[config.mk]
export PLATFORM = sky130hd
export DESIGN_NAME = jtag_tap_mgmt_flat
export DESIGN_NICKNAME = d
export VERILOG_FILES = /design/src/rtl/jtag_pkg.sv /design/src/rtl/jtag_tap_mgmt_if.sv /design/src/rtl/jtag_shift_register.sv /design/src/rtl/jtag_tap_mgmt.sv /design/src/flat_wrapper.sv
export SDC_FILE = /design/constraint.sdc
export NUM_CORES = 1
export LEC_CHECK = 0
export CAP_MARGIN = 30
export CORE_MARGIN = 2
export CORE_UTILIZATION = 35
export CTS_CLUSTER_DIAMETER = 150
export DETAILED_ROUTE_END_ITERATION = 6
export PLACE_DENSITY = 0.56
export SYNTH_ARGS = -nofsm -noshare
export SYNTH_HDL_FRONTEND = slang
export SYNTH_SLANG_ARGS = --single-unit
[constraint.sdc]
create_clock -name clk -period 2.1 [get_ports clk]
set_clock_uncertainty 0.05 [all_clocks]
set_input_delay 0.315 -clock clk [delete_from_list [all_inputs] [get_ports clk]]
set_output_delay 0.315 -clock clk [all_outputs]
set_load 0.05 [all_outputs]
[src/rtl/jtag_pkg.sv]
// rtl/jtag_pkg.sv - shared TAP state, opcode, command and IDCODE field definitions
package jtag_pkg;

    typedef enum logic [3:0] {
        TAP_TLR        = 4'h0,
        TAP_RTI        = 4'h1,
        TAP_SELECT_DR  = 4'h2,
        TAP_CAPTURE_DR = 4'h3,
        TAP_SHIFT_DR   = 4'h4,
        TAP_EXIT1_DR   = 4'h5,
        TAP_PAUSE_DR   = 4'h6,
        TAP_EXIT2_DR   = 4'h7,
        TAP_UPDATE_DR  = 4'h8,
        TAP_SELECT_IR  = 4'h9,
        TAP_CAPTURE_IR = 4'hA,
        TAP_SHIFT_IR   = 4'hB,
        TAP_EXIT1_IR   = 4'hC,
        TAP_PAUSE_IR   = 4'hD,
        TAP_EXIT2_IR   = 4'hE,
        TAP_UPDATE_IR  = 4'hF
    } tap_state_t;

    typedef enum logic [1:0] {
        CMD_NOP       = 2'b00,
        CMD_READ      = 2'b01,
        CMD_WRITE     = 2'b10,
        CMD_WRITE_INC = 2'b11
    } mgmt_cmd_t;

    typedef enum logic [2:0] {
        DR_BYPASS, DR_BSR, DR_IDCODE, DR_USERCODE, DR_MADDR, DR_MDATA
    } dr_sel_t;

    typedef enum logic {TXN_IDLE, TXN_ACTIVE} txn_state_t;

    localparam int OP_EXTEST    = 0;
    localparam int OP_SAMPLE    = 1;
    localparam int OP_INTEST    = 2;
    localparam int OP_USERCODE  = 3;
    localparam int OP_IDCODE    = 4;
    localparam int OP_MGMT_ADDR = 5;
    localparam int OP_MGMT_DATA = 6;

    localparam int VERSION_WIDTH      = 4;
    localparam int PART_WIDTH         = 16;
    localparam int MANUFACTURER_WIDTH = 11;

    function automatic tap_state_t nextTapState(input tap_state_t s, input logic tms);
        case (s)
            TAP_TLR:        return tms ? TAP_TLR       : TAP_RTI;
            TAP_RTI:        return tms ? TAP_SELECT_DR : TAP_RTI;
            TAP_SELECT_DR:  return tms ? TAP_SELECT_IR : TAP_CAPTURE_DR;
            TAP_CAPTURE_DR: return tms ? TAP_EXIT1_DR  : TAP_SHIFT_DR;
            TAP_SHIFT_DR:   return tms ? TAP_EXIT1_DR  : TAP_SHIFT_DR;
            TAP_EXIT1_DR:   return tms ? TAP_UPDATE_DR : TAP_PAUSE_DR;
            TAP_PAUSE_DR:   return tms ? TAP_EXIT2_DR  : TAP_PAUSE_DR;
            TAP_EXIT2_DR:   return tms ? TAP_UPDATE_DR : TAP_SHIFT_DR;
            TAP_UPDATE_DR:  return tms ? TAP_SELECT_DR : TAP_RTI;
            TAP_SELECT_IR:  return tms ? TAP_TLR       : TAP_CAPTURE_IR;
            TAP_CAPTURE_IR: return tms ? TAP_EXIT1_IR  : TAP_SHIFT_IR;
            TAP_SHIFT_IR:   return tms ? TAP_EXIT1_IR  : TAP_SHIFT_IR;
            TAP_EXIT1_IR:   return tms ? TAP_UPDATE_IR : TAP_PAUSE_IR;
            TAP_PAUSE_IR:   return tms ? TAP_EXIT2_IR  : TAP_PAUSE_IR;
            TAP_EXIT2_IR:   return tms ? TAP_UPDATE_IR : TAP_SHIFT_IR;
            default:        return tms ? TAP_SELECT_DR : TAP_RTI;
        endcase
    endfunction

endpackage

[src/rtl/jtag_tap_mgmt_if.sv]
// rtl/jtag_tap_mgmt_if.sv - management bus driven by the TAP (master) toward the core (slave)
interface jtag_tap_mgmt_if #(
    parameter int ADDR_WIDTH = 20,
    parameter int DATA_WIDTH = 32
);
    logic                  writeEnable;
    logic                  readEnable;
    logic [3:0]            byteSelect;
    logic [ADDR_WIDTH-1:0] address;
    logic [DATA_WIDTH-1:0] writeData;
    logic [DATA_WIDTH-1:0] readData;
    logic                  busy;

    modport master (
        output writeEnable, readEnable, byteSelect, address, writeData,
        input  readData, busy
    );

    modport slave (
        input  writeEnable, readEnable, byteSelect, address, writeData,
        output readData, busy
    );
endinterface

[src/rtl/jtag_shift_register.sv]
// rtl/jtag_shift_register.sv - capture/shift register used for the IR and every DR
module jtag_shift_register
    import jtag_pkg::*;
#(
    parameter int WIDTH = 8
) (
    input  logic             clk,
    input  logic             rst_n,
    input  logic             capture,
    input  logic             shift,
    input  logic             serialIn,
    input  logic [WIDTH-1:0] captureData,
    output logic [WIDTH-1:0] parallelOut
);
    // Shift toward the LSB; tdi enters at the MSB.
    always_ff @(posedge clk or negedge rst_n) begin
        if (!rst_n) begin
            parallelOut <= '0;
        end else if (capture) begin
            parallelOut <= captureData;
        end else if (shift) begin
            parallelOut <= WIDTH'({serialIn, parallelOut} >> 1);
        end
    end
endmodule

[src/rtl/jtag_tap_mgmt.sv]
// rtl/jtag_tap_mgmt.sv - oversampled 1149.1 TAP with management-bus access registers
module jtag_tap_mgmt
    import jtag_pkg::*;
#(
    parameter int IR_WIDTH    = 5,
    parameter int ADDR_WIDTH  = 20,
    parameter int DATA_WIDTH  = 32,
    parameter int BSR_WIDTH   = 32,
    parameter int SYNC_STAGES = 2
) (
    input  logic                          clk,
    input  logic                          rst_n,
    input  logic [31:0]                   coreID,
    input  logic [MANUFACTURER_WIDTH-1:0] manufacturerID,
    input  logic [PART_WIDTH-1:0]         partID,
    input  logic [VERSION_WIDTH-1:0]      versionID,
    input  logic                          jtag_tck,
    input  logic                          jtag_tms,
    input  logic                          jtag_tdi,
    output logic                          jtag_tdo,
    jtag_tap_mgmt_if.master               management,
    output logic [IR_WIDTH-1:0]           probe_jtagInstruction,
    output logic [3:0]                    probe_jtagState
);
    logic [SYNC_STAGES-1:0] tckSync, tmsSync, tdiSync;
    logic tckHist, tckRise, tckFall, tmsS, tdiS;

    always_ff @(posedge clk or negedge rst_n) begin
        if (!rst_n) begin
            tckSync <= '0;
            tmsSync <= '0;
            tdiSync <= '0;
            tckHist <= 1'b0;
        end else begin
            tckSync <= {tckSync[SYNC_STAGES-2:0], jtag_tck};
            tmsSync <= {tmsSync[SYNC_STAGES-2:0], jtag_tms};
            tdiSync <= {tdiSync[SYNC_STAGES-2:0], jtag_tdi};
            tckHist <= tckSync[SYNC_STAGES-1];
        end
    end

    assign tckRise = tckSync[SYNC_STAGES-1] & ~tckHist;
    assign tckFall = ~tckSync[SYNC_STAGES-1] & tckHist;
    assign tmsS    = tmsSync[SYNC_STAGES-1];
    assign tdiS    = tdiSync[SYNC_STAGES-1];

    tap_state_t            state;
    logic [IR_WIDTH-1:0]   instruction;
    dr_sel_t               drSel;
    logic                  captureDr, shiftDr, captureIr, shiftIr, updateDr, drOut, tdoNext;
    logic [IR_WIDTH-1:0]   irQ;
    logic [BSR_WIDTH-1:0]  bsrQ;
    logic [31:0]           idQ, userQ;
    logic                  bypassQ;
    logic [ADDR_WIDTH+3:0] addrQ;
    logic [DATA_WIDTH+1:0] dataQ;
    logic                  unusedDrBits;

    txn_state_t            txnState;
    logic                  wrEn, rdEn, autoInc, overrun;
    logic [3:0]            byteSel;
    logic [ADDR_WIDTH-1:0] addr;
    logic [DATA_WIDTH-1:0] wdata, readLatch;
    mgmt_cmd_t             cmd;

    assign captureDr = tckRise && state == TAP_CAPTURE_DR;
    assign shiftDr   = tckRise && state == TAP_SHIFT_DR;
    assign captureIr = tckRise && state == TAP_CAPTURE_IR;
    assign shiftIr   = tckRise && state == TAP_SHIFT_IR;
    assign updateDr  = tckFall && state == TAP_UPDATE_DR;
    assign cmd       = mgmt_cmd_t'(dataQ[1:0]);

    always_comb begin
        drSel = DR_BYPASS;
        case (instruction)
            IR_WIDTH'(OP_EXTEST), IR_WIDTH'(OP_SAMPLE), IR_WIDTH'(OP_INTEST): drSel = DR_BSR;
            IR_WIDTH'(OP_IDCODE):    drSel = DR_IDCODE;
            IR_WIDTH'(OP_USERCODE):  drSel = DR_USERCODE;
            IR_WIDTH'(OP_MGMT_ADDR): drSel = DR_MADDR;
            IR_WIDTH'(OP_MGMT_DATA): drSel = DR_MDATA;
            default:                 drSel = DR_BYPASS;
        endcase
    end

    jtag_shift_register #(.WIDTH(IR_WIDTH)) irReg (
        .clk(clk), .rst_n(rst_n), .capture(captureIr), .shift(shiftIr), .serialIn(tdiS),
        .captureData(IR_WIDTH'(2'b01)), .parallelOut(irQ));
    jtag_shift_register #(.WIDTH(BSR_WIDTH)) bsrReg (
        .clk(clk), .rst_n(rst_n), .capture(captureDr && drSel == DR_BSR),
        .shift(shiftDr && drSel == DR_BSR), .serialIn(tdiS),
        .captureData('0), .parallelOut(bsrQ));
    jtag_shift_register #(.WIDTH(32)) idReg (
        .clk(clk), .rst_n(rst_n), .capture(captureDr && drSel == DR_IDCODE),
        .shift(shiftDr && drSel == DR_IDCODE), .serialIn(tdiS),
        .captureData({versionID, partID, manufacturerID, 1'b1}), .parallelOut(idQ));
    jtag_shift_register #(.WIDTH(32)) userReg (
        .clk(clk), .rst_n(rst_n), .capture(captureDr && drSel == DR_USERCODE),
        .shift(shiftDr && drSel == DR_USERCODE), .serialIn(tdiS),
        .captureData(coreID), .parallelOut(userQ));
    jtag_shift_register #(.WIDTH(1)) bypassReg (
        .clk(clk), .rst_n(rst_n), .capture(captureDr && drSel == DR_BYPASS),
        .shift(shiftDr && drSel == DR_BYPASS), .serialIn(tdiS),
        .captureData(1'b0), .parallelOut(bypassQ));
    jtag_shift_register #(.WIDTH(ADDR_WIDTH+4)) maddrReg (
        .clk(clk), .rst_n(rst_n), .capture(captureDr && drSel == DR_MADDR),
        .shift(shiftDr && drSel == DR_MADDR), .serialIn(tdiS),
        .captureData({addr, byteSel}), .parallelOut(addrQ));
    jtag_shift_register #(.WIDTH(DATA_WIDTH+2)) mdataReg (
        .clk(clk), .rst_n(rst_n), .capture(captureDr && drSel == DR_MDATA),
        .shift(shiftDr && drSel == DR_MDATA), .serialIn(tdiS),
        .captureData({readLatch, overrun, txnState == TXN_ACTIVE}), .parallelOut(dataQ));

    // Only the LSB of the read-only registers ever leaves the chip.
    assign unusedDrBits = ^{bsrQ[BSR_WIDTH-1:1], idQ[31:1], userQ[31:1]};

    always_comb begin
        drOut = bypassQ;
        case (drSel)
            DR_BSR:      drOut = bsrQ[0];
            DR_IDCODE:   drOut = idQ[0];
            DR_USERCODE: drOut = userQ[0];
            DR_MADDR:    drOut = addrQ[0];
            DR_MDATA:    drOut = dataQ[0];
            default:     drOut = bypassQ;
        endcase
        tdoNext = 1'b0;
        if (state == TAP_SHIFT_DR)      tdoNext = drOut;
        else if (state == TAP_SHIFT_IR) tdoNext = irQ[0];
    end

    always_ff @(posedge clk or negedge rst_n) begin
        if (!rst_n) begin
            state       <= TAP_TLR;
            instruction <= IR_WIDTH'(OP_IDCODE);
            jtag_tdo    <= 1'b0;
        end else begin
            if (tckRise) begin
                state <= nextTapState(state, tmsS);
                if (state == TAP_TLR) instruction <= IR_WIDTH'(OP_IDCODE);
            end
            if (tckFall) begin
                jtag_tdo <= tdoNext;
                if (state == TAP_UPDATE_IR) instruction <= irQ;
            end
        end
    end

    always_ff @(posedge clk or negedge rst_n) begin
        if (!rst_n) begin
            txnState  <= TXN_IDLE;
            wrEn      <= 1'b0;
            rdEn      <= 1'b0;
            autoInc   <= 1'b0;
            overrun   <= 1'b0;
            byteSel   <= 4'hF;
            addr      <= '0;
            wdata     <= '0;
            readLatch <= '0;
        end else begin
            if (captureDr && drSel == DR_MDATA) overrun <= 1'b0;
            case (txnState)
                TXN_IDLE: begin
                    if (updateDr && drSel == DR_MADDR) begin
                        addr    <= addrQ[ADDR_WIDTH+3:4];
                        byteSel <= addrQ[3:0];
                    end
                    if (updateDr && drSel == DR_MDATA && cmd != CMD_NOP) begin
                        txnState <= TXN_ACTIVE;
                        rdEn     <= cmd == CMD_READ;
                        wrEn     <= cmd != CMD_READ;
                        autoInc  <= cmd == CMD_WRITE_INC;
                        if (cmd != CMD_READ) wdata <= dataQ[DATA_WIDTH+1:2];
                    end
                end
                default: begin
                    if (updateDr && drSel == DR_MDATA && cmd != CMD_NOP) overrun <= 1'b1;
                    if (!management.busy) begin
                        txnState <= TXN_IDLE;
                        wrEn     <= 1'b0;
                        rdEn     <= 1'b0;
                        if (rdEn)    readLatch <= management.readData;
                        if (autoInc) addr      <= addr + ADDR_WIDTH'(1);
                    end
                end
            endcase
        end
    end

    assign management.writeEnable = wrEn;
    assign management.readEnable  = rdEn;
    assign management.byteSelect  = byteSel;
    assign management.address     = addr;
    assign management.writeData   = wdata;
    assign probe_jtagInstruction  = instruction;
    assign probe_jtagState        = state;
endmodule
[src/flat_wrapper.sv]
// flat-port wrapper written by rule: the top's interface ports become plain ports
module jtag_tap_mgmt_flat import jtag_pkg::*;
#(
    parameter int IR_WIDTH    = 5,
    parameter int ADDR_WIDTH  = 20,
    parameter int DATA_WIDTH  = 32,
    parameter int BSR_WIDTH   = 32,
    parameter int SYNC_STAGES = 2
)
  (clk, rst_n, coreID, manufacturerID, partID, versionID, jtag_tck, jtag_tms, jtag_tdi, jtag_tdo, probe_jtagInstruction, probe_jtagState, management_writeEnable, management_readEnable, management_byteSelect, management_address, management_writeData, management_readData, management_busy);
  jtag_tap_mgmt_if #(.ADDR_WIDTH(ADDR_WIDTH), .DATA_WIDTH(DATA_WIDTH)) management_i ();
  input  logic clk;
  input  logic rst_n;
  input  logic [31:0] coreID;
  input  logic [MANUFACTURER_WIDTH-1:0] manufacturerID;
  input  logic [PART_WIDTH-1:0] partID;
  input  logic [VERSION_WIDTH-1:0] versionID;
  input  logic jtag_tck;
  input  logic jtag_tms;
  input  logic jtag_tdi;
  output logic jtag_tdo;
  output logic [IR_WIDTH-1:0] probe_jtagInstruction;
  output logic [3:0] probe_jtagState;
  output wire logic [$bits(management_i.writeEnable)-1:0] management_writeEnable;
  output wire logic [$bits(management_i.readEnable)-1:0] management_readEnable;
  output wire logic [$bits(management_i.byteSelect)-1:0] management_byteSelect;
  output wire logic [$bits(management_i.address)-1:0] management_address;
  output wire logic [$bits(management_i.writeData)-1:0] management_writeData;
  input wire logic [$bits(management_i.readData)-1:0] management_readData;
  input wire logic [$bits(management_i.busy)-1:0] management_busy;
  assign management_writeEnable = management_i.writeEnable;
  assign management_readEnable = management_i.readEnable;
  assign management_byteSelect = management_i.byteSelect;
  assign management_address = management_i.address;
  assign management_writeData = management_i.writeData;
  assign management_i.readData = management_readData;
  assign management_i.busy = management_busy;
  jtag_tap_mgmt #(.IR_WIDTH(IR_WIDTH), .ADDR_WIDTH(ADDR_WIDTH), .DATA_WIDTH(DATA_WIDTH), .BSR_WIDTH(BSR_WIDTH), .SYNC_STAGES(SYNC_STAGES)) u_core (.clk(clk), .rst_n(rst_n), .coreID(coreID), .manufacturerID(manufacturerID), .partID(partID), .versionID(versionID), .jtag_tck(jtag_tck), .jtag_tms(jtag_tms), .jtag_tdi(jtag_tdi), .jtag_tdo(jtag_tdo), .management(management_i), .probe_jtagInstruction(probe_jtagInstruction), .probe_jtagState(probe_jtagState));
endmodule
---- After elaboration in Yosys (flattened, before gate mapping) ----
Cells that the tools add are included.
storage, ports and cells
  bits in registers ....................... 270
  output and inout bits ................... 68
  word-level logic and storage cells ...... 152
cells by class
  add/subtract/negate cells ............... 1
  equality and inequality tests ........... 30
  multiplexer cells ....................... 50
  bitwise operators ....................... 6
  reduce and logical (&&, ||, !) cells .... 42
operators by type and width
  operator                                             count
  2-to-1 mux 32 bit                                    6
  2-to-1 mux 20 bit                                    4
  2-to-1 mux 34 bit                                    2
  2-to-1 mux 24 bit                                    2
  one-hot mux 4 bit (11 select lines)                  1
  equality test 4 bit, second input constant           8
  2-to-1 mux 5 bit                                     6
  adder 20 x 1 -> 20 bit, second input constant        1
  logical AND 1 bit                                    20
  nonzero test 2 bit                                   10
  2-to-1 mux 1 bit                                     18
  equality test 4 x 3 -> 1 bit, second input constant  4
  2-to-1 mux 4 bit                                     4
  equality test 5 x 3 -> 1 bit, second input constant  3
  one-hot mux 3 bit (5 select lines)                   1
  equality test 5 x 2 -> 1 bit, second input constant  2
  AND reduction 3 bit                                  3
  equality test 4 x 2 -> 1 bit, second input constant  2
  equality test 3 x 2 -> 1 bit, second input constant  2
  equality test 3 bit, second input constant           2
  2-to-1 mux 2 bit                                     3
  2-to-1 mux 3 bit                                     2
  AND reduction 2 bit                                  3
  equality test 5 x 1 -> 1 bit, second input constant  1
  13 further kinds                                     19

---- Logic depth before layout (Yosys ltp) ----
Gate-level depths: netlist (run 1).
  depth in word-level cells ............... 8
  gate-level depth with buffers ........... 8

---- By module ----
Synthesis (run 1) repeated with hierarchy kept, for this count alone.
second synthesis, totals
  cell total of the unflattened synthesis .. 1126
  area, all modules ....................... 12537.0 um2
by module, submodules not included
  module                                    times used  cells an instance  area each (um2)  seq. area each (um2)
  jtag_tap_mgmt                             1           432                4991.0           2758.9
  jtag_shift_register at u_core.bsrReg ...  3           139                1515.2           800.8
  jtag_shift_register at u_core.mdataReg    1           147                1594.0           850.8
  jtag_shift_register at u_core.maddrReg    1           104                1127.3           600.6
  jtag_shift_register at u_core.irReg       1           22                 235.2            125.1
  jtag_shift_register at u_core.bypassReg   1           4                  43.8             25.0

---- Worst setup path before layout (run 1) ----
No wires, ideal clock.
  path kind ............................... reg-to-reg
  from .................................... register u_core.addr[0] (netlist: u_core.management.address[0])
  to ...................................... register u_core.addr[16] (netlist: u_core.management.address[16])
  setup time .............................. 0.070 ns
  data arrival time ....................... 2.273 ns
  required time ........................... 1.980 ns
  slack ................................... -0.293 ns
  cell stages (with the launch flop) ...... 6
  path buffers ............................ 0
  period minus slack after synthesis ...... 2.393 ns
  cells stage by stage .................... dfrtp_1 > ha_1 > nand4_2 > or4_4 > or4_1 > nand3_1
between the ends
  word-level cells in the longest chain between the ends .. 4
ends and longest elaborated chain
  element                 line                  source
  start, declared         jtag_tap_mgmt.sv:62   logic [ADDR_WIDTH-1:0] addr;
  start signal, assigned  jtag_tap_mgmt.sv:164  addr <= addrQ[ADDR_WIDTH+3:4];
  start signal, assigned  jtag_tap_mgmt.sv:182  if (autoInc) addr <= addr + ADDR_WIDTH'(1);
  adder 20 x 1 -> 20 bit  jtag_tap_mgmt.sv:182
  2-to-1 mux 20 bit       jtag_tap_mgmt.sv:182
  2-to-1 mux 20 bit       jtag_tap_mgmt.sv:177  if (!management.busy) begin
  2-to-1 mux 20 bit       jtag_tap_mgmt.sv:161  case (txnState)
Every way passes these cells. The select of a mux whose other input is x is not followed.
A chain may end at the register's enable or synchronous reset.

---- Worst setup path in the final report (run 1) ----
  from .................................... register u_core.addr[12] (netlist: u_core.management.address[12])
  to ...................................... output management_address[12]
RTL lines
  element        line                source
  end, declared  flat_wrapper.sv:27  output wire logic [$bits(management_i.address)-1:0] management_address;
No word-level cell between the ends.

==> summary.md, run 1 <==
| Metric | Value |
|---|---|
| Async S/R FF share, synth | 1.00 |
| Row cnt | 68 |
| Final antenna diode count | 0 |
| Synth area leaders | dfrtp_1 (54%), mux2_2 (12%), mux2i_1 (7.8%) |
| Synthesized instance count | 1,092 |
| WHS Endpoint | u_core.tckSync[0]$_DFF_PN0_ |
| R2R Path End | u_core.management.writeData[2]$_DFFE_PN0P_ |
| Pre-CTS setup slack | 0.00612 ns |
| Post-DR vias/cell | 4.96 |
| Buffers on Ports | 168 |
| Largest net degree at the start of global routing | 94 |
| Syn-to-layout area delta | 30.1% |
| Peak VDD IR | 626 uV |
| Root buffer cell | clkbuf_16 |
| Cells along the critical path | buf_4, clkdlybuf4s15_1 |
| Warnings from Yosys | 0 |
| # DRC | 0 |
| Vias after detailed routing | 8,751 |
| Worst path max stage delay | 0.49 ns |
| Depth of the CTS H-tree | 1 |
| Share of cells above drive strength 1 | 0.231 |
| Max Root-Sink Buffers | 3 |
| Critical-path maximum fanout | 5 |
| Hold Fails Final Rpt | 0 |
| Post-CTS setup repair buffer count | 0 |
| CP top delay family | buffers and inverters |
| R2r worst-path depth | 5 |
| GPL Wtd Cong | 0.791 |
| Drt initial violations | 522 |
| Minimum clock period | 2.01 ns |
| Die W | 191 um |
| Top cells by count, synth | dfrtp_1 (265), nand2_1 (195), o21ai_0 (131) |
| TritonCTS clock tree | done |
| Critical Path Source | u_core.management.address[12]$_DFFE_PN0P_ |
| Hold Path Class | primary input to flip-flop |
| Outcome | finished, final reports clean |
| Power density cells | 870 nW/um^2 |
| Total of max-cap violations | 0 |
| First-pass GRT wire length | 47,900 um |
| Post-Route WL | 29,300 um |
| Int Power | 10.2 mW |
| Distinct cells, synth | 64 |
| Hold depth | 1 |
| Clock-pin slew on the worst setup and hold paths | 0.06 ns |
| RSZ-0062 raised after global routing | false |
| Total clock buffers created by CTS | 31 |
| Worst hold slack | 0.133 ns |
| Final antenna-violating net count | 0 |
| Gr ovfl total | 0 |
| EDFF count, synth | 0 |
| Worst-Margin Slew | 0.565 ns |
| Clock power frac | 0.420 |
| Initial antenna violation count | 0 |
| Leading area contributor after synthesis | dfrtp_1 |
| Initial core utilization | 0.355 |
| Final worst slack | 0.0927 ns |
| Sequential share of power | 0.433 |
| Avg WL per Cell | 16.6 um |
| Flops & latches, synth | 270 |
| Worst reg2reg path startpoint | u_core.probe_jtagState[2]$_DFFE_PN0P_ |
| Startpoint Class | flip-flop |
| Syn nets | 1,194 |
| Leak pwr | 7.81 nW |
| NumNets Final | 1,387 |
| Dpl hpwl | 19,000 um |
| Total track usage | 0.162 |
| Arr. time, crit path | 1.64 ns |
| Max-slew headroom | 0.625 |
| Switching part of the total | 0.264 |
| Most frequent cell after synthesis | dfrtp_1 |
| Clock tree sinks | 270 |
| Max Fclk | 0.498 GHz |
| Worst path slowest cell | clkdlybuf4s15_1 |
| Min-delay src | jtag_tck |
| DRT Pass-1 Iters | 5 |
| Worst EP required | 1.74 ns |
| Top cell type's share of synthesized area | 0.542 |
| Core outline area | 34,500 um^2 |
| Pwr Total | 13.9 mW |
| Register-to-register setup slack | 0.13 ns |
| Final Max Tran Viols | 0 |
| Die Ht | 191 um |
| Period utilization | 0.956 |
| I/O Pins | 169 |
| Vias in the first global route | 8,901 |
| Crit path kind | flip-flop to output port |
| Setup Viol. Count Final | 0 |
| Worst setup EP type | output port |
| Post-synthesis sequential area ratio | 0.552 |
| Cell area after synthesis | 12,200 um^2 |
| Mean Syn Cell Area | 11.2 um^2 |
| Die area | 36,500 um^2 |
| Worst skew pair latency | 0.56 ns |
| Combinational share of power | 0.146 |
| Ys flop type | dfrtp_1 |
| Psw | 3.66 mW |
| Worst path buffer plus inverter count | 2 |
## cell usage in the layout (no fill, tap or decap), types with 7 or more instances in the layout
cell type,instances
mux2i_1,95
dlygate4sd2_1,48
nor2_1,17
mux2_2,128
o21ai_1,8
nand3_1,14
clkdlybuf4s50_1,99
a22oi_1,7
nand2_1,195
a21oi_1,17
buf_12,13
dfrtp_1,251
o211ai_1,7
nor3_1,11
clkbuf_16,32
buf_4,66
inv_1,10
clkinv_2,8
nor4_1,9
dfrtp_2,14
o21ai_0,131
## per-layer routing
layer | track usage | up-vias | share of wire
li1 | - | 4267 | -
met5 | 0 | - | 0
met1 | 0.217 | 4271 | 0.46
met4 | 0.0411 | 0 | 0.022
met3 | 0.0409 | 43 | 0.054
met2 | 0.262 | 170 | 0.47
## power by group through the flow
stage	clock network [mW]	logic (mW)	registers (mW)
floorplan	0	1.14	6.15
global placement	0	2.00	6.08
detailed placement	0	2.05	6.09
CTS	6.00	2.05	6.00
global route	6.24	2.29	6.07
finish	5.83	2.03	6.00
## stage by stage
step                      instance area, um^2  cells  utilization  setup TNS, ns
after detailed placement                14800   1705        0.431              0
final                                   15900   1764        0.462              0
after CTS                               15900   1763        0.461              0
after floorplan                         12300   1092            -         -0.880
after global placement                  14800   1705        0.431              0
after global routing                    15900   1764        0.462              0
## repair_timing
action / 4_1_cts / 5_1_grt
cloned: 0 / 1
setup endpoints to repair: 49 / 40
pin swaps: 0 / 0
resized for setup: 49 / 3
hold buffers: 1 / 0
endpoints found under the hold margin: 48 / 0
## how the worst max path moves through the flow
stage / end / slack [ns] / cells past startpoint
6_report: management_address[12] / 0.09 / 2
5_1_grt: u_core.management.address[10]$_DFFE_PN0P_ / 0.0002 / 5
4_1_cts: management_address[12] / 0.03 / 2
3_5_place_dp: u_core.management.address[10]$_DFFE_PN0P_ / 0.006 / 5
3_3_place_gp: u_core.management.address[13]$_DFFE_PN0P_ / 0.01 / 5
2_1_floorplan: u_core.management.address[16]$_DFFE_PN0P_ / -0.05 / 5
## sequential cells by signal (all words and copies together), names as in the netlist, 4 cells and up
| name | cells |
|---|---|
| u_core.irReg.parallelOut | 5 |
| u_core.bsrReg.parallelOut | 32 |
| u_core.mdataReg.parallelOut | 34 |
| u_core.readLatch | 32 |
| u_core.userReg.parallelOut | 32 |
| u_core.management.byteSelect | 4 |
| u_core.idReg.parallelOut | 32 |
| u_core.probe_jtagInstruction | 5 |
| u_core.management.address | 20 |
| u_core.management.writeData | 32 |
| u_core.maddrReg.parallelOut | 24 |
| u_core.probe_jtagState | 4 |
## cell type report
type | count | area, um^2
well taps | 455 | 569
fillers | 3252 | 18500
multi-input cells | 741 | 5180
repair buffers | 231 | 2250
inverters | 10 | 37.5
flip-flops and latches | 270 | 6780
clock inverters | 18 | 254
clock buffers | 39 | 856
## cells by family (layout without fill, tap and decap cells)
family,after synthesis,count (layout),share of synthesized area
compound gates,211,211,0.101
xor+xnor,1,1,0.000715
fa+ha+maj,1,1,0.00102
buf+inv,81,298,0.0304
flops,270,270,0.552
mux,227,227,0.199
simple gates,301,301,0.116
Note: power is estimated with default switching activity, not from simulation.
==> run 2, diff against run 1 <==
--- a/config.mk
+++ b/config.mk
@@ -10,6 +10,7 @@
 export CORE_UTILIZATION = 35
 export CTS_CLUSTER_DIAMETER = 150
 export DETAILED_ROUTE_END_ITERATION = 6
+export GPL_TIMING_DRIVEN = 0
 export PLACE_DENSITY = 0.56
 export SYNTH_ARGS = -nofsm -noshare
 export SYNTH_HDL_FRONTEND = slang
==> run 2 against run 1 <==
The run now ends with DRC left; sequential power hardly changed; worst setup slack worse by 0.045 ns; clock power is 8.9% lower; wire length is 5.1% higher; first-iteration DRC count is 6.9% lower; cell area is 0.38% higher; via count is 3.8% higher; sequential share of layout area is 0.14 points lower; register-to-register slack worse by 0.04 ns.
==> summary.md, run 2 (synthesis results as in run 1) <==
| Metric | Value |
|---|---|
| Outcome | finished, violations left (was finished, final reports clean) |
| Failing checks | DRC |
| DRT Pass-1 Iters | 7 (was 5) |
| R2r worst-path depth | 7 (was 5) |
| Avg WL per Cell | 17.2 um (was 16.6 um) |
| Layout Cell Area excl Fill | 16,000 um^2 (was 15,900 um^2) |
| Vias in the first global route | 9,212 (was 8,901) |
| Worst-Margin Slew | 0.641 ns (was 0.565 ns) |
| Hold Path Class | primary input to flip-flop (unchanged) |
| Post-Route WL | 30,800 um (was 29,300 um) |
| Final antenna-violating net count | 0 (unchanged) |
| Worst skew pair latency | 0.55 ns (was 0.56 ns) |
| Most frequent cells in the layout | dfrtp_1 (249), nand2_1 (193), o21ai_0 (131), mux2_2 (128), clkdlybuf4s50_1 (102) (was dfrtp_1 (251), nand2_1 (195), o21ai_0 (131), mux2_2 (128), clkdlybuf4s50_1 (99)) |
| Leak pwr | 7.95 nW (was 7.81 nW) |
| Final Max Tran Viols | 0 (unchanged) |
| Worst EP required | 1.74 ns (about the same) |
| Peak VDD IR | 676 uV (was 626 uV) |
| Fin util | 0.464 (was 0.462) |
| Die W | 191 um (unchanged) |
| Dpl hpwl | 20,800 um (was 19,000 um) |
| Cells along the critical path | clkdlybuf4s50_1 (was buf_4, clkdlybuf4s15_1) |
| Initial core utilization | 0.355 (unchanged) |
| Worst path buffer plus inverter count | 1 (was 2) |
| CP top delay family | buffers and inverters (unchanged) |
| Commonest non-fill, non-tap cell in the layout | dfrtp_1 (unchanged) |
| TritonCTS clock tree | done (unchanged) |
| Startpoint Class | flip-flop (unchanged) |
| Hold depth | 1 (unchanged) |
| Largest net degree at the start of global routing | 110 (was 94) |
| Worst path slowest cell | clkdlybuf4s50_1 (was clkdlybuf4s15_1) |
| Final antenna diode count | 0 (unchanged) |
| Max-slew headroom | 0.573 (was 0.625) |
| Max Root-Sink Buffers | 3 (unchanged) |
| Max Fclk | 0.487 GHz (was 0.498 GHz) |
| Row cnt | 68 (unchanged) |
| Arr. time, crit path | 1.69 ns (was 1.64 ns) |
| Vias after detailed routing | 9,081 (was 8,751) |
| Die Ht | 191 um (unchanged) |
| Initial antenna violation count | 0 (unchanged) |
| Clock tree sinks | 270 (unchanged) |
| Worst reg2reg path startpoint | u_core.probe_jtagState[0]$_DFFE_PN0P_ (was u_core.probe_jtagState[2]$_DFFE_PN0P_) |
| Period utilization | 0.977 (was 0.956) |
| Worst setup EP type | output port (unchanged) |
| R2R Path End | u_core.management.writeEnable$_DFFE_PN0P_ (was u_core.management.writeData[2]$_DFFE_PN0P_) |
| Depth of the CTS H-tree | 1 (unchanged) |
| Total clock buffers created by CTS | 30 (was 31) |
| Power density cells | 837 nW/um^2 (was 870 nW/um^2) |
| Hold Fails Final Rpt | 0 (unchanged) |
| Syn-to-layout area delta | 30.6% (was 30.1%) |
| Max FFs per register | 34 (unchanged) |
| Die area | 36,500 um^2 (unchanged) |
| Root buffer cell | clkbuf_16 (unchanged) |
| Largest register by flop count | u_core.mdataReg.parallelOut (unchanged) |
| Crit path kind | flip-flop to output port (unchanged) |
| WHS Endpoint | u_core.tckSync[0]$_DFF_PN0_ (unchanged) |
| Register-to-register setup slack | 0.09 ns (was 0.13 ns) |
| Core outline area | 34,500 um^2 (unchanged) |
| Critical-path maximum fanout | 2 (was 5) |
| Worst path max stage delay | 0.81 ns (was 0.49 ns) |
| Total track usage | 0.169 (was 0.162) |
| Final worst slack | 0.0476 ns (was 0.0927 ns) |
| # DRC | 1 (was 0) |
| Clock-pin slew on the worst setup and hold paths | 0.06 ns (about the same) |
| Gr ovfl total | 0 (unchanged) |
| Buffers on Ports | 168 (unchanged) |
| Placed Area | 14,600 um^2 (was 14,800 um^2) |
| Total of max-cap violations | 0 (unchanged) |
| Setup Viol. Count Final | 0 (unchanged) |
| Share of cells above drive strength 1 | 0.227 (was 0.231) |
| Post-DR vias/cell | 5.07 (was 4.96) |
| I/O Pins | 169 (unchanged) |
| GPL Wtd Cong | 0.779 (was 0.791) |
| Drt initial violations | 486 (was 522) |
| RSZ-0062 raised after global routing | false (unchanged) |
| Minimum clock period | 2.05 ns (was 2.01 ns) |
| First-pass GRT wire length | 50,000 um (was 47,900 um) |
| NumNets Final | 1,414 (was 1,387) |
| Layout fillers | 3,270 (was 3,252) |
| Pre-CTS setup slack | -0.335 ns (was 0.00612 ns) |
| Min-delay src | jtag_tck (unchanged) |
run 2: cell types whose count changed in the layout (fill, tap and decap cells not counted), sizes merged:
| cell | previous run | this run |
|---|---|---|
| buf | 81 | 57 |
| clkbuf | 40 | 83 |
| clkinvlp | 1 | 0 |
| dlygate4sd2 | 48 | 49 |
| clkdlybuf4s50 | 99 | 102 |
| inv | 13 | 10 |
| dlymetal6s2s | 0 | 15 |
| clkinv | 8 | 4 |
| bufinv | 6 | 3 |
run 2: timing repair:
| action | in CTS | in global routing |
|---|---|---|
| hold endpoints to repair | 55 | 0 |
| hold buffers | 1 | 0 |
| setup buffers | 14 | 6 |
| cloned | 0 | 0 |
| endpoints found under the setup margin | 244 | 214 |
| gates resized for setup | 94 | 88 |
| pin swaps | 6 | 4 |
run 2: metrics by stage:
stage	hold WS, ns	setup TNS, ns	total power, mW	std cells
detailed placement	0.237	-45.55	8.07	1717
global route	0.149	0	14.1	1791
global placement	0.285	-3149.41	8.02	1715
finish	0.159	0	13.4	1791
floorplan	-0.0306	-0.880	7.29	1092
CTS	0.130	-0.434	13.5	1786
run 2: how the worst max path moves through the flow:
stage                                                     start                                         end  slack (ns)  depth (start not counted)
floorplan              u_core.management.address[0]$_DFFE_PN0P_   u_core.management.address[16]$_DFFE_PN0P_       -0.05                          5
global placement                                          rst_n    u_core.management.address[7]$_DFFE_PN0P_      -12.61                          1
detailed placement                              management_busy   u_core.management.address[10]$_DFFE_PN0P_       -0.34                          5
CTS                   u_core.probe_jtagInstruction[0]$_DFF_PN0_  u_core.mdataReg.parallelOut[4]$_DFFE_PN0P_       -0.05                          7
global route          u_core.probe_jtagInstruction[3]$_DFF_PN0_  u_core.mdataReg.parallelOut[7]$_DFFE_PN0P_      0.0003                          6
finish              u_core.management.writeData[24]$_DFFE_PN0P_                    management_writeData[24]        0.05                          1
run 2: power breakdown:
group,internal [mW],switching [mW]
Sequential,5.67,0.308
Clock,3.22,2.09
Combinational,0.942,1.16
run 2: routing by layer:
layer / up-vias / GRT usage / routed length [um]
met5: - / 0 / 0
li1: 4321 / - / -
met3: 40 / 0.0398 / 1770
met4: 0 / 0.0423 / 545
met2: 198 / 0.269 / 14400
met1: 4522 / 0.232 / 14100
run 2: layout make-up:
class	count	area [um^2]	share of cell area
Timing Repair Buffer	191	1880	0.117
Multi-Input combinational cell	741	5250	0.328
Clock buffer	49	883	0.0552
Tap cell	455	569	0.0356
Inverter	10	37.5	0.00235
Buffer	68	489	0.0306
Sequential cell	270	6780	0.424
Clock inverter	7	110	0.00688
==> run 3, diff against run 2 <==
--- a/config.mk
+++ b/config.mk
@@ -12,6 +12,7 @@
 export DETAILED_ROUTE_END_ITERATION = 6
 export GPL_TIMING_DRIVEN = 0
 export PLACE_DENSITY = 0.56
+export SLEW_MARGIN = 20
 export SYNTH_ARGS = -nofsm -noshare
 export SYNTH_HDL_FRONTEND = slang
 export SYNTH_SLANG_ARGS = --single-unit
==> run 3 against run 2 <==
The flow now finishes without violations; clock power grew 2%; global-route usage about the same; cell area barely moved; worst setup slack about the same; flip-flop and latch count stayed put; via count barely moved; combinational power barely moved; register-to-register slack is essentially flat.
==> summary.md, run 3 (synthesis results as in run 1) <==
| Metric | Value |
|---|---|
| Worst EP required | 1.74 ns (about the same) |
| Die area | 36,500 um^2 (unchanged) |
| Total track usage | 0.169 (about the same) |
| Period utilization | 0.977 (about the same) |
| Final TNS setup | 0 ns (unchanged) |
| Setup Viol. Count Final | 0 (unchanged) |
| Syn-to-layout area delta | 30.7% (was 30.6%) |
| NumNets Final | 1,415 (was 1,414) |
| Arr. time, crit path | 1.69 ns (about the same) |
| Worst path slowest cell | dlygate4sd2_1 (was clkdlybuf4s50_1) |
| Hold Path Class | primary input to async pin (was primary input to flip-flop) |
| Final antenna-violating net count | 0 (unchanged) |
| Vias in the first global route | 9,227 (was 9,212) |
| Outcome | finished, final reports clean (was finished, violations left) |
| Pre-CTS setup slack | -0.326 ns (was -0.335 ns) |
| Commonest non-fill, non-tap cell in the layout | dfrtp_1 (unchanged) |
| Minimum clock period | 2.05 ns (about the same) |
| Worst-Margin Slew | 0.631 ns (was 0.641 ns) |
| Buffers on Ports | 168 (unchanged) |
| Clock-pin slew on the worst setup and hold paths | 0.06 ns (about the same) |
| Register-to-register setup slack | 0.08 ns (was 0.09 ns) |
| Worst reg2reg path startpoint | u_core.tckSync[1]$_DFF_PN0_ (was u_core.probe_jtagState[0]$_DFFE_PN0P_) |
| Most frequent cells in the layout | dfrtp_1 (249), nand2_1 (193), o21ai_0 (130), mux2_2 (128), clkdlybuf4s50_1 (99) (was dfrtp_1 (249), nand2_1 (193), o21ai_0 (131), mux2_2 (128), clkdlybuf4s50_1 (102)) |
| TritonCTS clock tree | done (unchanged) |
| Largest register by flop count | u_core.mdataReg.parallelOut (unchanged) |
| Leak pwr | 7.79 nW (was 7.95 nW) |
| CP top delay family | buffers and inverters (unchanged) |
| Clock tree sinks | 270 (unchanged) |
| Core outline area | 34,500 um^2 (unchanged) |
| Critical-path maximum fanout | 3 (was 2) |
| Final Max Tran Viols | 0 (unchanged) |
| I/O Pins | 169 (unchanged) |
| DRT Pass-1 Iters | 5 (was 7) |
| R2r worst-path depth | 7 (unchanged) |
| Max Root-Sink Buffers | 3 (unchanged) |
| Layout fillers | 3,282 (was 3,270) |
| Avg WL per Cell | 17.2 um (about the same) |
| Post-Route WL | 30,800 um (about the same) |
| Crit path kind | flip-flop to output port (unchanged) |
| Final worst slack | 0.0476 ns (about the same) |
| Die Ht | 191 um (unchanged) |
| Row cnt | 68 (unchanged) |
| Grt met2 use | 0.272 (was 0.269) |
| Total clock buffers created by CTS | 31 (was 30) |
| Max FFs per register | 34 (unchanged) |
| Share of cells above drive strength 1 | 0.227 (about the same) |
| Met3 GRT Util | 0.0389 (was 0.0398) |
| Final antenna diode count | 0 (unchanged) |
| Vias after detailed routing | 9,082 (was 9,081) |
| Initial core utilization | 0.355 (unchanged) |
| Pwr Total | 13.5 mW (was 13.4 mW) |
| Drt initial violations | 541 (was 486) |
| Worst skew pair latency | 0.57 ns (was 0.55 ns) |
| Worst hold slack | 0.0867 ns (was 0.159 ns) |
| Total of max-cap violations | 0 (unchanged) |
| Worst setup EP type | output port (unchanged) |
| R2R Path End | u_core.mdataReg.parallelOut[28]$_DFFE_PN0P_ (was u_core.management.writeEnable$_DFFE_PN0P_) |
| Die W | 191 um (unchanged) |
| Root buffer cell | clkbuf_16 (unchanged) |
| Gr ovfl total | 0 (unchanged) |
| Hold Fails Final Rpt | 0 (unchanged) |
| Worst path max stage delay | 0.58 ns (was 0.81 ns) |
| Largest net degree at the start of global routing | 96 (was 110) |
| Peak VDD IR | 692 uV (was 676 uV) |
| # DRC | 0 (was 1) |
| GPL Wtd Cong | 0.779 (unchanged) |
| Worst path buffer plus inverter count | 1 (unchanged) |
| Startpoint Class | flip-flop (unchanged) |
| Crit path depth | 1 (unchanged) |
| Dpl hpwl | 20,900 um (was 20,800 um) |
| Max Fclk | 0.487 GHz (about the same) |
| Grt met1 use | 0.231 (was 0.232) |
| Max-slew headroom | 0.576 (was 0.573) |
| Depth of the CTS H-tree | 1 (unchanged) |
| Power density cells | 841 nW/um^2 (was 837 nW/um^2) |
| Initial antenna violation count | 0 (unchanged) |
| Cells along the critical path | dlygate4sd2_1 (was clkdlybuf4s50_1) |
| Post-DR vias/cell | 5.07 (about the same) |
| GR peak layer | met2 (unchanged) |
| First-pass GRT wire length | 50,000 um (about the same) |
==> run 3: cell types whose count changed in the layout (fill, tap and decap cells not counted), sizes merged, moves of 2 or more <==
| cell | previous run | this run |
|---|---|---|
| inv | 10 | 12 |
| dlygate4sd2 | 49 | 64 |
| clkbuf | 83 | 87 |
| buf | 57 | 53 |
| dlymetal6s2s | 15 | 0 |
| clkdlybuf4s50 | 102 | 99 |
| clkinv | 4 | 7 |
==> run 3: worst max-delay path by stage <==
stage	from	endpoint	slack (ns)
after CTS	u_core.probe_jtagInstruction[4]$_DFF_PN0_	probe_jtagInstruction[4]	-0.009
after floorplan	u_core.management.address[0]$_DFFE_PN0P_	u_core.management.address[16]$_DFFE_PN0P_	-0.05
after global routing	u_core.probe_jtagInstruction[1]$_DFF_PN0_	u_core.management.address[2]$_DFFE_PN0P_	-0.0004
after global placement	rst_n	u_core.management.address[7]$_DFFE_PN0P_	-12.61
after detailed placement	u_core.probe_jtagState[0]$_DFFE_PN0P_	u_core.mdataReg.parallelOut[10]$_DFFE_PN0P_	-0.33
final	u_core.management.byteSelect[1]$_DFFE_PN1P_	management_byteSelect[1]	0.05
==> run 3: metrics by stage <==
stage,std cells,cell area [um^2],utilization
after floorplan,1092,12300,-
after global placement,1715,14500,0.422
after detailed placement,1718,14600,0.424
after CTS,1785,15800,0.459
after global routing,1793,16000,0.465
final,1793,16000,0.465
==> run 3: timing repair <==
action,4_1_cts,5_1_grt
gates resized for setup,116,61
setup buffers,10,8
endpoints found under the hold margin,190,0
pin swaps,6,4
hold buffers,1,0
gates cloned,0,1
setup endpoints to repair,263,162
==> run 3: layer usage <==
layer | share of wire | vias to the layer above | routed length [um]
met5 | 0 | - | 0
met4 | 0.018 | 0 | 553
met1 | 0.46 | 4524 | 14100
met3 | 0.056 | 38 | 1710
li1 | - | 4321 | -
met2 | 0.47 | 199 | 14400
==> run 3: area by class of cell <==
type                    count  area (um^2)  area share
well taps                 455          569      0.0356
multi-input cells         741         5250       0.328
flip-flops and latches    270         6780       0.424
repair buffers            191         1850       0.116
inverters                  10         37.5     0.00234
clock buffers              47          896      0.0560
clock inverters            11          124     0.00774
plain buffers              68          499      0.0312
==> run 3: power breakdown <==
part,switching [mW],internal [mW],total [mW],leakage [nW]
Sequential,0.309,5.67,5.98,3.39
Combinational,1.17,0.933,2.10,3.90
Clock,2.20,3.19,5.39,0.507
Total,3.68,9.79,13.5,7.79
